`config.mk`:
```
export PLATFORM = sky130hd
export DESIGN_NAME = mem_mmio_router
export DESIGN_NICKNAME = d
export VERILOG_FILES = /design/src/rtl/mem_mmio_router.sv
export SDC_FILE = /design/constraint.sdc
export NUM_CORES = 1
export LEC_CHECK = 0
export ABC_AREA = 1
export CORE_MARGIN = 2
export CORE_UTILIZATION = 41
export DETAILED_ROUTE_END_ITERATION = 6
export GPL_ROUTABILITY_DRIVEN = 0
export GPL_TIMING_DRIVEN = 1
export HOLD_SLACK_MARGIN = 0.05
export PLACE_DENSITY = 0.8
export SYNTH_ARGS = -nofsm -noshare
export SYNTH_HDL_FRONTEND = slang
export SYNTH_SLANG_ARGS = --single-unit
```
`constraint.sdc`:
```
create_clock -name clk -period 2.3 [get_ports clk]
set_input_delay 0.46 -clock clk [delete_from_list [all_inputs] [get_ports clk]]
set_output_delay 0.46 -clock clk [all_outputs]
set_load 0.005 [all_outputs]
```
`src/rtl/mem_mmio_router.sv`:
```
// rtl/mem_mmio_router.sv - single-outstanding request router to main memory or one MMIO device window
//
// Optional feature macro: MMIO_ROUTER_ALIGN_CHECK_EN
//   defined   : requests with addr[1:0] != 0 get an immediate error response and are never forwarded
//   undefined : the full address is forwarded unchanged
//
// Ports:
//   clk, reset                         clock, synchronous active-high reset
//   req_valid/req_ready/req_addr/
//   req_wen/req_wdata                  upstream request (accepted in IDLE)
//   resp_valid/resp_error/resp_rdata   one-cycle upstream response; error/rdata held until next response
//   out_addr/out_wen/out_wdata         latched request shared by both targets
//   mem_valid/mem_ready                request handshake to memory
//   mem_resp_valid/mem_resp_rdata      memory response / write-ack
//   dev_valid/dev_ready                request handshake to the device
//   dev_resp_valid/dev_resp_rdata      device response / write-ack
module mem_mmio_router #(
  parameter int                ADDR_W   = 32,
  parameter logic [ADDR_W-1:0] DEV_BASE = 32'h1000_0000,
  parameter logic [ADDR_W-1:0] DEV_LAST = 32'h1000_0FFF,
  parameter int                TIMEOUT  = 255
) (
  input  logic              clk,
  input  logic              reset,
  input  logic              req_valid,
  output logic              req_ready,
  input  logic [ADDR_W-1:0] req_addr,
  input  logic              req_wen,
  input  logic [31:0]       req_wdata,
  output logic              resp_valid,
  output logic              resp_error,
  output logic [31:0]       resp_rdata,
  output logic [ADDR_W-1:0] out_addr,
  output logic              out_wen,
  output logic [31:0]       out_wdata,
  output logic              mem_valid,
  input  logic              mem_ready,
  input  logic              mem_resp_valid,
  input  logic [31:0]       mem_resp_rdata,
  output logic              dev_valid,
  input  logic              dev_ready,
  input  logic              dev_resp_valid,
  input  logic [31:0]       dev_resp_rdata
);

  localparam int CNT_W = $clog2(TIMEOUT + 1);

  typedef enum logic [1:0] {IDLE, ISSUE, WAIT, RESP} state_t;

  state_t           state, state_nxt;
  logic             sel_dev;
  logic [CNT_W-1:0] wd_cnt;
  logic [CNT_W-1:0] wd_inc;
  logic             wd_expired;
  logic             in_dev;
  logic             misaligned;
  logic             tgt_ready;
  logic             tgt_resp;
  logic [31:0]      tgt_rdata;

  assign in_dev = (req_addr >= DEV_BASE) && (req_addr <= DEV_LAST);

`ifdef MMIO_ROUTER_ALIGN_CHECK_EN
  assign misaligned = (req_addr[1:0] != 2'b00);
`else
  assign misaligned = 1'b0;
`endif

  // Only the selected target's handshake and response are ever looked at,
  // which is what makes stray responses from the other target harmless.
  assign tgt_ready = sel_dev ? dev_ready      : mem_ready;
  assign tgt_resp  = sel_dev ? dev_resp_valid : mem_resp_valid;
  assign tgt_rdata = sel_dev ? dev_resp_rdata : mem_resp_rdata;

  // wd_inc is the count including the current WAIT cycle; reaching TIMEOUT
  // means TIMEOUT cycles have been spent in WAIT. Saturates, never wraps.
  assign wd_inc     = (wd_cnt == CNT_W'(TIMEOUT)) ? wd_cnt : wd_cnt + 1'b1;
  assign wd_expired = (wd_inc == CNT_W'(TIMEOUT));

  always_comb begin
    state_nxt  = state;
    req_ready  = 1'b0;
    mem_valid  = 1'b0;
    dev_valid  = 1'b0;
    resp_valid = 1'b0;
    case (state)
      IDLE: begin
        req_ready = 1'b1;
        if (req_valid) state_nxt = misaligned ? RESP : ISSUE;
      end
      ISSUE: begin
        mem_valid = ~sel_dev;
        dev_valid = sel_dev;
        if (tgt_ready) state_nxt = WAIT;
      end
      WAIT: begin
        if (tgt_resp || wd_expired) state_nxt = RESP;
      end
      RESP: begin
        resp_valid = 1'b1;
        state_nxt  = IDLE;
      end
      default: state_nxt = IDLE;
    endcase
    // Reset drops every handshake in the same cycle so an in-flight
    // transaction is abandoned immediately.
    if (reset) begin
      req_ready  = 1'b0;
      mem_valid  = 1'b0;
      dev_valid  = 1'b0;
      resp_valid = 1'b0;
    end
  end

  always_ff @(posedge clk) begin
    if (reset) begin
      state      <= IDLE;
      sel_dev    <= 1'b0;
      wd_cnt     <= '0;
      out_addr   <= '0;
      out_wen    <= 1'b0;
      out_wdata  <= '0;
      resp_rdata <= '0;
      resp_error <= 1'b0;
    end else begin
      state <= state_nxt;
      case (state)
        IDLE: begin
          if (req_valid) begin
            out_addr  <= req_addr;
            out_wen   <= req_wen;
            out_wdata <= req_wdata;
            sel_dev   <= in_dev;
            if (misaligned) begin
              resp_rdata <= '0;
              resp_error <= 1'b1;
            end
          end
        end
        ISSUE: begin
          if (tgt_ready) wd_cnt <= '0;
        end
        WAIT: begin
          wd_cnt <= wd_inc;
          // A response in the expiry cycle takes priority over the timeout.
          if (tgt_resp) begin
            resp_rdata <= out_wen ? 32'd0 : tgt_rdata;
            resp_error <= 1'b0;
          end else if (wd_expired) begin
            resp_rdata <= '0;
            resp_error <= 1'b1;
          end
        end
        default: ;
      endcase
    end
  end

endmodule

```
==> metrics.csv, run 1 <==
metric,value,unit
grt-ovfl-total,0,
p_leak,3.18,nW
antenna_found_initial,0,
synthSimpleGateAreaFrac,0.386,
syn_nets,881,
ys.flop_type,dfxtp_1,
syn-cell-area,4850,sq um
die_y,113,microns
slew_viol_final,0,
startpoint_type,register,
clkSinkCount,109,
tightest_slew,0.570,ns
holdBufCountCts,0,
r2r-start,wd_cnt[0],
htree_levels,3,
drive_gt1_frac,0.0457,
port-buffer-count,237,
whs_path_depth,2,
vias,5282,
stdcell_area,7710,sq um
synthXorXnorAreaFrac,0.00180,
fmax,0.449,GHz
cts_tree,built,
synth_top_family_by_area,simple AND/OR/NAND/NOR gates,
rows,39,
numCtsBuffers,9,
totalPowerFinal,6.99,mW
grt_pass1_vias,4820,
rsz0062_at_grt,false,
irDropWorstVdd,0.600,mV
grt_pass1_wl,23300,microns
viasPerCell,4.78,
fin_setup_tns,0,ns
fp.dieW,113,microns
drc,0,
synth_compound_area_frac,0.0877,
fin_crit_sh,0.969,
synthArstFlopShare,0,
finalWirelength,14900,microns
cp_max_fo,6,
ys_seq_area_frac,0.450,
hold_path.class,reg2reg,
grt_usage,0.226,
min_period,2.23,ns
holdPathEnd,resp_rdata[16],
clockBufferDepth,2,
n_fill_cell,1028,
path_class,reg2out,
synth_area_per_cell,6.57,sq um
start_util,0.423,
max_slew_margin,0.618,
wl_per_cell,13.5,microns
post_dp_cell_area,7380,sq um
power_density,907,nW/um^2
synthToLayoutAreaGrowth,58.8,%
cts-root-buf,clkbuf_16,
setup_violations,0,
outcome,"finished, final reports clean",
layout_setup_ws,0.0714,ns
insertion_delay,0.34,ns
worstHoldStart,resp_rdata[16],
synthAdderAreaFrac,0.0155,
finalClockSkew,0.00420,ns
grt_max_degree,51,
syn-instance-count,739,
post_cts_buffers,0,
cp-end-kind,output port,
hold_viol_final,0,
r2r_slack,0.21,ns
fin_nets,1100,
reg2reg_depth,13,
synth_seq_cells,109,
yosysWarnings,0,
cp.arrival,1.77,ns
dpl.hpwl,11100,microns
timing.rr.end,resp_rdata[30],
core_area,11500,sq um
die_area,12700,sq um
ys_types,27,
ant_nets,0,
io_pins,238,
drtIter0Drc,228,
pre_cts_slack,0.133,ns
synth_edf_count,0,
path_clk_slew,0.07,ns
firstDrtPassIters,4,
worstPathRequired,1.84,ns
drv_cap,0,
synthMuxAreaShare,0.00206,
antennaDiodeCount,0,
layout by cell type, fill, tap and decap left out:
master           netlist  layout
a21oi_1               11      11
a21oi_4                1       1
buf_12                 0       4
buf_4                  3      14
bufinv_16              0       1
clkbuf_1              29       1
clkbuf_16              0       9
clkbuf_8               0       3
clkdlybuf4s50_1        0     237
clkinv_1               1       1
clkinv_2               0       1
clkinvlp_4             0       1
dfxtp_1              109     109
ha_1                   6       5
ha_4                   0       1
inv_1                 15      13
inv_2                  2       4
mux2i_1                1       1
nand2_1              209     208
nand2_2                2       3
nand3_1               48      48
nand4_1                2       2
nor2_1               208     207
nor2_2                 1       2
nor3_1                 2       2
nor4_1                 4       4
o21ai_0               65      65
o21ai_1                1       1
o21bai_1               1       1
o31ai_1                1       1
o41ai_1                1       1
xnor2_1                1       1
through the flow:
stage,std cells,hold slack (ns),utilization
after floorplan,739,0.462,-
after global placement,1090,0.451,0.644
after detailed placement,1090,0.458,0.644
after CTS,1106,0.475,0.671
after global routing,1106,0.491,0.672
final,1106,0.469,0.672
logic make-up (layout without fill, tap and decap cells):
logic type | count (synthesis) | after routing
and+or+nand+nor | 476 | 476
muxes | 1 | 1
AOI/OAI and AO/OA | 81 | 81
DFF | 109 | 109
xor gates and xnor gates | 1 | 1
buffers and inverters | 65 | 289
adders and majority gates | 6 | 6
layout make-up:
class                   count  area [sq um]  share of cell area
inverters                  18          67.6             0.00877
clock buffers              13           270              0.0351
repair buffers            255          2560               0.332
well taps                 143           179              0.0232
flip-flops and latches    109          2180               0.283
multi-input cells         565          2410               0.313
clock inverters             3          42.5             0.00552
critical path, cell delays in order, from the launching register on:
cell,delay (ns)
dfxtp_1,0.51
clkinv_1,0.19
nor3_1,0.20
clkdlybuf4s50_1,0.52
power by group:
part           switching [mW]  internal, mW  leakage, nW
clock                   0.673         0.933        0.152
combinational            1.36          1.44         2.14
sequential              0.240          2.34        0.895
sequential cells by signal, indices dropped and copies added (netlist names):
register and flops:
state 2, wd_cnt 8, out_wdata 32, sel_dev 1
out_addr 32, out_wen 1, resp_error 1, resp_rdata 32
cells in the mapped netlist, types with 2 or more instances:
master / number / area [sq um]
a21oi_1: 11 / 55.1
buf_1: 10 / 37.5
buf_2: 2 / 10.0
buf_4: 3 / 22.5
buf_6: 3 / 33.8
clkbuf_1: 29 / 109
dfxtp_1: 109 / 2180
ha_1: 6 / 75.1
inv_1: 15 / 56.3
inv_2: 2 / 7.51
nand2_1: 209 / 785
nand2_2: 2 / 12.5
nand3_1: 48 / 240
nand4_1: 2 / 12.5
nor2_1: 208 / 781
nor3_1: 2 / 10.0
nor4_1: 4 / 25.0
o21ai_0: 65 / 325
how the worst max path moves through the flow:
stage                     startpoint  slack [ns]              to
after global placement         reset        0.15      resp_valid
after global routing         sel_dev      0.0009       dev_valid
after floorplan            wd_cnt[0]        0.52  resp_rdata[10]
after detailed placement       reset        0.13       dev_valid
after CTS                   state[1]        0.01       mem_valid
final                        sel_dev        0.07       dev_valid
what timing repair did:
action	4_1_cts	5_1_grt
setup endpoints to repair	0	2
resized for setup	0	3
endpoints found under the hold margin	0	0
routing by layer:
| layer | routed length [microns] | track usage | up-vias |
|---|---|---|---|
| li1 | - | - | 2758 |
| met1 | 5910 | 0.253 | 2315 |
| met2 | 6960 | 0.385 | 199 |
| met3 | 1880 | 0.112 | 10 |
| met4 | 136 | 0.0553 | 0 |
| met5 | 0 | 0 | - |
Power figures use the tool's default switching activity.
==> run 2: changes to the inputs <==
CORE_ASPECT_RATIO = 0.7   (was unset)
RECOVER_POWER = 25   (was unset)
==> run 2 against run 1 <==
Net effect: die area increased by 0.11%; largest power group unchanged; via count fell by 0.36%; critical path type is now in2out; critical path depth unchanged; clock skew rose by 0.0080 ns; core utilization decreased by 0.91 points; sequential share of layout area about the same; clock-buffer cell count fell by 3; global-route usage is 0.19 points higher; worst setup slack improved by 0.090 ns; wire length is 0.26% higher.
==> metrics.csv, run 2 (same netlist as run 1, synthesis figures left out) <==
metric,value,unit,change
vias,5263,,-0.36%
antennaDiodeCount,0,,unchanged
min_period,2.14,ns,-0.0903 ns
drv_cap,0,,unchanged
firstDrtPassIters,4,,unchanged
numPlacedInstances,1101,,+1.0%
cts-root-buf,clkbuf_16,,
critPathLaunch,reset,,
grt_usage,0.228,,+0.00195
rows,33,,-15%
viasPerCell,4.71,,-1.3%
irDropWorstVdd,0.568,mV,-5.3%
fin_setup_tns,0,ns,unchanged
insertion_delay,0.34,ns,about the same
dpl.hpwl,10900,microns,-1.4%
instances_no_fill,1117,,+0.99%
post_cts_buffers,0,,unchanged
p_leak,3.36,nW,+5.4%
wirelength_met1,6330,microns,+7.1%
grt-ovfl-total,0,,unchanged
outcome,"finished, final reports clean",,
drive_gt1_frac,0.0458,,+0.000143
grt_max_degree,67,,+31%
grt_pass1_vias,4739,,-1.7%
top_layer,met4,,
worstPathCellList,clkdlybuf4s50_1 > nor2_1 > clkdlybuf4s50_1,,
crit_top_cell,clkdlybuf4s50_1,,
worstPathRequired,1.84,ns,about the same
finalWirelength,14900,microns,+0.26%
fp.dieW,134,microns,+19%
r2r-start,wd_cnt[0],,
drtIter0Drc,221,,-3.1%
path_class,in2out,,
slew_viol_final,0,,unchanged
reg.largest.list,"out_addr (32), out_wdata (32), resp_rdata (32)",,
wl_met2,6500,microns,-6.6%
tightest_slew,0.647,ns,+0.0771 ns
power_density,890,nW/um^2,-1.8%
cp.arrival,1.68,ns,-0.09 ns
core_area,11600,sq um,+1.5%
numCtsBuffers,9,,unchanged
fin_crit_sh,0.930,,-0.0393
cts_tree,built,,
drc,0,,unchanged
layout_setup_ws,0.162,ns,+0.0903 ns
cp-end-kind,output port,,
hold_viol_final,0,,unchanged
clkSinkCount,109,,unchanged
die_area,12700,sq um,+0.11%
port-buffer-count,237,,unchanged
final_cell_mix,"nand2_1 (208), nor2_1 (207), clkdlybuf4s50_1 (183), dfxtp_1 (107), o21ai_0 (65)",,
start_util,0.417,,-0.00641
finalClockSkew,0.0122,ns,+0.00797 ns
slowest_delay,0.54,ns,+0.02 ns
wl_per_cell,13.4,microns,-0.73%
pre_cts_slack,0.0598,ns,-0.0731 ns
htree_levels,3,,unchanged
setup_violations,0,,unchanged
path_clk_slew,0.06,ns,about the same
synthToLayoutAreaGrowth,59.1,%,
rsz0062_at_grt,false,,
cp_max_fo,5,,-1
worstHoldStart,resp_rdata[6],,
antenna_found_initial,0,,unchanged
fin_nets,1097,,-0.27%
holdBufCountCts,0,,unchanged
max_slew_margin,0.569,,-0.0488
io_pins,238,,unchanged
cts_resized,0,,unchanged
fmax,0.468,GHz,+4.2%
clockBufferDepth,2,,unchanged
wl_met3,1950,microns,+3.8%
startpoint_type,input pin,,
hold_path.class,reg2reg,,
mostFrequentLayoutCell,nand2_1,,
r2r_slack,0.25,ns,+0.04 ns
worst_path_max_delay_cell,clkdlybuf4s50_1,,
die_y,95.0,microns,-16%
ant_nets,0,,unchanged
grt_pass1_wl,23300,microns,-0.12%
-- run 2: cell types whose count changed in the layout (fill, tap and decap cells not counted), sizes merged --
cell	change
clkinvlp	-1
clkinv	+1
clkbuf	-3
inv	+3
buf	-3
clkdlybuf4s50	-54
dlygate4sd3	+52
dlymetal6s2s	+2
-- run 2: final cells by class --
type / instances / area (sq um)
tap: 157 / 196
sequential: 109 / 2180
multi-input combinational: 565 / 2400
clock buffer: 10 / 239
clock inverter: 6 / 66.3
timing repair buffer: 252 / 2560
fill: 1050 / 3920
inverter: 18 / 67.6
-- run 2: power by group --
part	internal [mW]	switching [mW]	leakage [nW]
logic	1.36	1.37	2.31
registers	2.34	0.221	0.896
clock network	0.883	0.702	0.154
total	4.58	2.29	3.36
-- run 2: critical path, delay by kind of cell --
family | cells | cell delay (ns)
AND/OR/NAND/NOR | 1 | 0.17
buffers and inverters | 2 | 1.05
-- run 2: path summary, 6_finish.rpt --
path              cells after the start            end
hold reg to reg                       2  resp_rdata[6]
setup / recovery                      3     resp_valid
setup reg to reg                     13  resp_rdata[4]
hold / removal                        2  resp_rdata[6]
-- run 2: stage by stage --
| stage | util | power (mW) | hold slack [ns] | area (sq um) |
|---|---|---|---|---|
| 6_report | 0.663 | 6.87 | 0.462 | 7720 |
| 5_1_grt | 0.663 | 7.40 | 0.490 | 7720 |
| 4_1_cts | 0.662 | 7.04 | 0.473 | 7710 |
| 3_5_place_dp | 0.636 | 5.42 | 0.457 | 7400 |
| 3_3_place_gp | 0.636 | 5.37 | 0.450 | 7400 |
| 2_1_floorplan | - | 3.94 | 0.462 | 4850 |
-- run 2: routing by layer --
| metal | vias to the layer above | GRT usage |
|---|---|---|
| met4 | 0 | 0.0474 |
| met3 | 12 | 0.115 |
| li1 | 2759 | - |
| met2 | 196 | 0.371 |
| met5 | - | 0 |
| met1 | 2296 | 0.273 |
==> run 3: changes to the inputs <==
SKIP_CTS_REPAIR_TIMING = 1   (was unset)
==> results of run 3 <==
Final layout, timing and power as in run 2 (identical DEF).
==> patch 1: new RTL, flow settings as in run 3 <==
`TIMEOUT`: 255 -> 510.
--- a/src/rtl/mem_mmio_router.sv
+++ b/src/rtl/mem_mmio_router.sv
@@ -20,3 +20,3 @@
   parameter logic [ADDR_W-1:0] DEV_LAST = 32'h1000_0FFF,
-  parameter int                TIMEOUT  = 255
+  parameter int                TIMEOUT  = 510
 ) (
Check against the original RTL: no difference found for any inputs over 4 cycles, from zero or initial values and one cycle with reset high; that may be too few to reach the edited logic, so the function may still have changed.
==> patch 1 against run 3 <==
Routed wire length up 2.1%; worst setup slack worse by 0.018 ns; fmax fell by 0.85%; sequential share of layout area down 0.40 points; total power is 3.6% higher; area after synthesis up 4.2%; sequential cell count up 1; final area is 2.4% higher.
==> patch 1: results (changes against run 3) <==
Clk tree area frac: 4.196% (+0.24 points)
Reg-to-Reg End: resp_rdata[12]
Critical path origin: state[1]
Maximum VDD drop: 488.3 µV (-14%)
Layout Skew: 0.007433 ns (-0.004733 ns)
Met3 wire len: 1.722 mm (-12%)
Post-synthesis cell type count: 28 (+3.7%)
R2R cell count: 15 (+2)
Htree depth: 3 (unchanged)
Met2 routed WL: 6.790 mm (+4.4%)
Area post-placement: 0.007535 mm² (+1.8%)
Multi-input logic area: 0.002531 mm² (+5.4%)
Worst slew pin tran: 1.174 ns (+0.5274 ns)
Detailed placement HPWL: 10.91 mm (-0.13%)
DR vias: 5388 (+2.4%)
Outcome: complete, no violations
First-pass GRT wire length: 23.65 mm (+1.5%)
Met1 Use GR: 27.80% (+0.47 points)
Post-Syn Nets: 898 (+1.9%)
Pre-Repair DR Iteration Count: 4 (unchanged)
Inverter count: 20 (+2)
Via/cell ratio: 4.781 (+1.5%)
Final wirelength: 15.24 mm (+2.1%)
CLK BUF: 10 (unchanged)
NumNets Final: 1108 (+1.0%)
Min Tclk post-route: 2.157 ns (+0.01836 ns)
Buffering overhead: 32.43% (-0.79 points)
Reg2reg setup slack: 0.23 ns (-0.02 ns)
#FFs+latches synth: 110 (+0.92%)
Share of layout cells above drive strength 1: 5.258% (+0.67 points)
LEAKAGE: 0.003393 µW (+1.0%)
CTS Buf Count: 9 (unchanged)
CTS max path bufs: 2 (unchanged)
Met3 Use GR: 10.48% (-1.1 points)
Multi-In Gates: 573 (+1.4%)
Core Rows: 33 (unchanged)
Wire length on met1: 6.647 mm (+5.0%)
Synth Area per Inst: 6.695 µm² (+1.9%)
Fillers: 1042 (-0.76%)
Worst-path clk slew: 0.07 ns
Pre-CTS setup slack: 0.06347 ns (+0.003691 ns)
Yosys warns: 0 (unchanged)
Register area share after synthesis: 43.56% (-1.4 points)
Vias in the first global route: 4841 (+2.2%)
Global Route Usage Sum: 22.02% (-0.76 points)
Non-clock buffers: 251 (-0.40%)
Maximum fanout along the worst path: 4 (-1)
Critical Path End: dev_valid
M2 GR Usage: 34.85% (-2.3 points)
Worst min-delay path class: flip-flop to flip-flop
Top flop regs: out_addr: 32 flops, out_wdata: 32 flops, resp_rdata: 32 flops
Fraction of area in multi-input gates: 32.03% (+0.93 points)
Largest cells by area after synthesis: dfxtp_1 (44%), nand2_1 (15%), nor2_1 (13%)
Antenna Violating Nets Remaining: 0 (unchanged)
DRT iter0 DRCs: 259 (+17%)
Sequential share of cell area: 27.90% (-0.40 points)
# diodes: 0 (unchanged)
Crit-path max cell delay: 0.52 ns (-0.02 ns)
CP arrival: 1.70 ns (+0.02 ns)
Top post-synthesis cells by count: nand2_1 (206), nor2_1 (179), dfxtp_1 (110), o21ai_0 (67), nand3_1 (50)
[patch 1: power breakdown]
part | internal, µW | switching, µW
logic | 1400 | 1420
registers | 2360 | 232
clock network | 977 | 731
total | 4730 | 2390
[patch 1: cells by family (layout without fill, tap and decap cells)]
family	Yosys count	in the layout	synth area share, %
AO/OA/AOI/OAI	114	114	12.08
XOR/XNOR	2	2	0.3466
adder cells (fa/ha/maj)	7	7	1.733
buffers and inverters	72	287	6.609
flip-flops	110	110	43.56
multiplexers	1	1	0.1980
AND/OR/NAND/NOR	449	449	35.47
[patch 1: worst min path at each step]
| stage | startpoint | end | slack, ns | cells past startpoint |
|---|---|---|---|---|
| finish | out_addr[28] | out_addr[28] | 0.47 | 2 |
| global route | out_addr[28] | out_addr[28] | 0.49 | 2 |
| CTS | out_addr[28] | out_addr[28] | 0.47 | 2 |
| detailed placement | resp_error | resp_error | 0.46 | 2 |
| global placement | resp_error | resp_error | 0.45 | 2 |
| floorplan | resp_error | resp_error | 0.46 | 2 |
==> patch 2: new RTL, config.mk and constraints of run 3 <==
Made on the original files. Make the reset (`reset`) asynchronous in one clocked block. Comments in the files are not updated.
--- a/src/rtl/mem_mmio_router.sv
+++ b/src/rtl/mem_mmio_router.sv
@@ -114,3 +114,3 @@
 
-  always_ff @(posedge clk) begin
+  always_ff @(posedge clk or posedge reset) begin
     if (reset) begin
Formal check against the unedited RTL: differs if reset is asserted again (counterexample within 4 cycles, from zero or initial values and one cycle with reset high); with reset held inactive, the same outputs for 10 cycles.
==> patch 2 against run 3 <==
Routed wire length fell by 2.6%; combinational power up 40%; sequential cell count unchanged; clock skew decreased by 0.0028 ns; critical endpoint unchanged; critical path depth increased by 1; total power up 23%; first-iteration DRC count grew 37%; utilization fell by 1.5 points; area after synthesis is 5.2% higher; synthesized cell count shrank 12%; worst setup slack worse by 0.12 ns; global-route usage is 1.3 points lower; final area up 3.1%; highest routed layer unchanged.
==> patch 2: results (changes against run 3) <==
Fin cells: 1050 (-6.0%)
Synth async-reset ratio: 100.0% (+100 points)
Crit-path max cell delay: 0.59 ns (+0.05 ns)
Layout Skew: 0.009414 ns (-0.002752 ns)
Top post-synthesis cells by count: nand2_1 (380), dfrtp_1 (109), o21ai_2 (23), inv_1 (22), nand3_1 (19)
LEAKAGE: 0.003815 µW (+14%)
Post-Syn Nets: 796 (-9.6%)
DR WL/cell: 13.84 µm (+3.6%)
Pre-Repair DR Iteration Count: 5 (+1)
Vias in the first global route: 4713 (-0.55%)
Met2 routed WL: 6.591 mm (+1.4%)
Via/cell ratio: 4.690 (-0.45%)
Met3 wire len: 1.260 mm (-35%)
Pin count of the biggest net entering global routing: 66 (-1.5%)
Share of layout cells above drive strength 1: 7.320% (+2.7 points)
Inst Count DP: 1032 (-6.3%)
Maximum VDD drop: 560.2 µV (-1.5%)
Detailed placement HPWL: 10.63 mm (-2.8%)
Slew headroom: 30.16% (-27 points)
Maximum fanout along the worst path: 4 (-1)
CP arrival: 1.80 ns (+0.12 ns)
CTS max path bufs: 2 (unchanged)
Net switching fraction of the power: 33.46% (+0.13 points)
Ys flop type: dfrtp_1
Synth Area per Inst: 7.806 µm² (+19%)
DRT iter0 DRCs: 302 (+37%)
Slowest stage cell, crit path: dlygate4sd3_1
Overall Power: 8427 µW (+23%)
Post-synth EDFFs: 0 (unchanged)
First-pass GRT wire length: 23.00 mm (-1.3%)
Post-synthesis cell type count: 26 (-3.7%)
Wire length on met1: 6.344 mm (+0.22%)
Outcome: complete, no violations
Global Route Usage Sum: 21.53% (-1.3 points)
# diodes: 0 (unchanged)
Fillers: 1051 (+0.095%)
-- patch 2: path summary, 6_finish.rpt --
path,from,to,slack [ns],cells past startpoint
min,resp_error,resp_error,0.48,2
min in group asynchronous,reset,resp_rdata[21],0.65,3
max reg2reg,wd_cnt[1],resp_error,0.20,13
max in group asynchronous,reset,out_wdata[14],0.42,4
min reg2reg,resp_error,resp_error,0.48,2
max,reset,resp_valid,0.04,4
-- patch 2: power groups by stage --
stage                     sequential, µW  clock (µW)  combinational (µW)
final                               3150        1480                3800
after global routing                3250        1610                4190
after CTS                           3150        1520                3810
after detailed placement            3170           0                3800
after global placement              3150           0                3710
after floorplan                     3210           0                1500
-- patch 2: cell families after synthesis --
| kind of cell | after synthesis | share of synthesized area, % |
|---|---|---|
| buffers and inverters | 58 | 5.269 |
| AND/OR/NAND/NOR | 428 | 32.77 |
| adder cells (fa/ha/maj) | 6 | 1.471 |
| XOR/XNOR | 1 | 0.1716 |
| multiplexers | 1 | 0.1961 |
| flip-flops | 109 | 53.43 |
| AO/OA/AOI/OAI | 51 | 6.691 |
-- patch 2: metal layers --
layer	GRT usage (%)	up-vias
met3	6.573	30
met2	34.21	166
met5	0	-
li1	-	2475
met4	6.186	0
met1	28.42	2254
-- patch 2: critical path: cells and delay by family --
family        cells  cell delay (ns)
buf+inv           3             1.23
simple gates      1             0.10
-- patch 2: layout make-up --
class                      count  share of cell area (%)
sequential                   109                   34.26
timing repair buffer         252                   31.82
multi-input combinational    487                   26.63
clock buffer                  11                   3.048
tap                          162                   2.546
inverter                      24                   1.147
clock inverter                 5                  0.5500
-- patch 2: metrics by stage --
| step | instance area (µm²) | hold WS [ns] | setup WS [ns] | TNS, ns | utilization [%] |
|---|---|---|---|---|---|
| 4_1_cts | 7956 | 0.4787 | 0.03084 | 0 | 64.72 |
| 6_report | 7963 | 0.4806 | 0.04314 | 0 | 64.77 |
| 5_1_grt | 7963 | 0.4890 | -0.02248 | -0.02788 | 64.77 |
| 3_5_place_dp | 7670 | 0.4617 | 0.1533 | 0 | 62.39 |
| 2_1_floorplan | 5109 | 0.4654 | 0.5076 | 0 | - |
| 3_3_place_gp | 7670 | 0.4573 | 0.1678 | 0 | 62.39 |
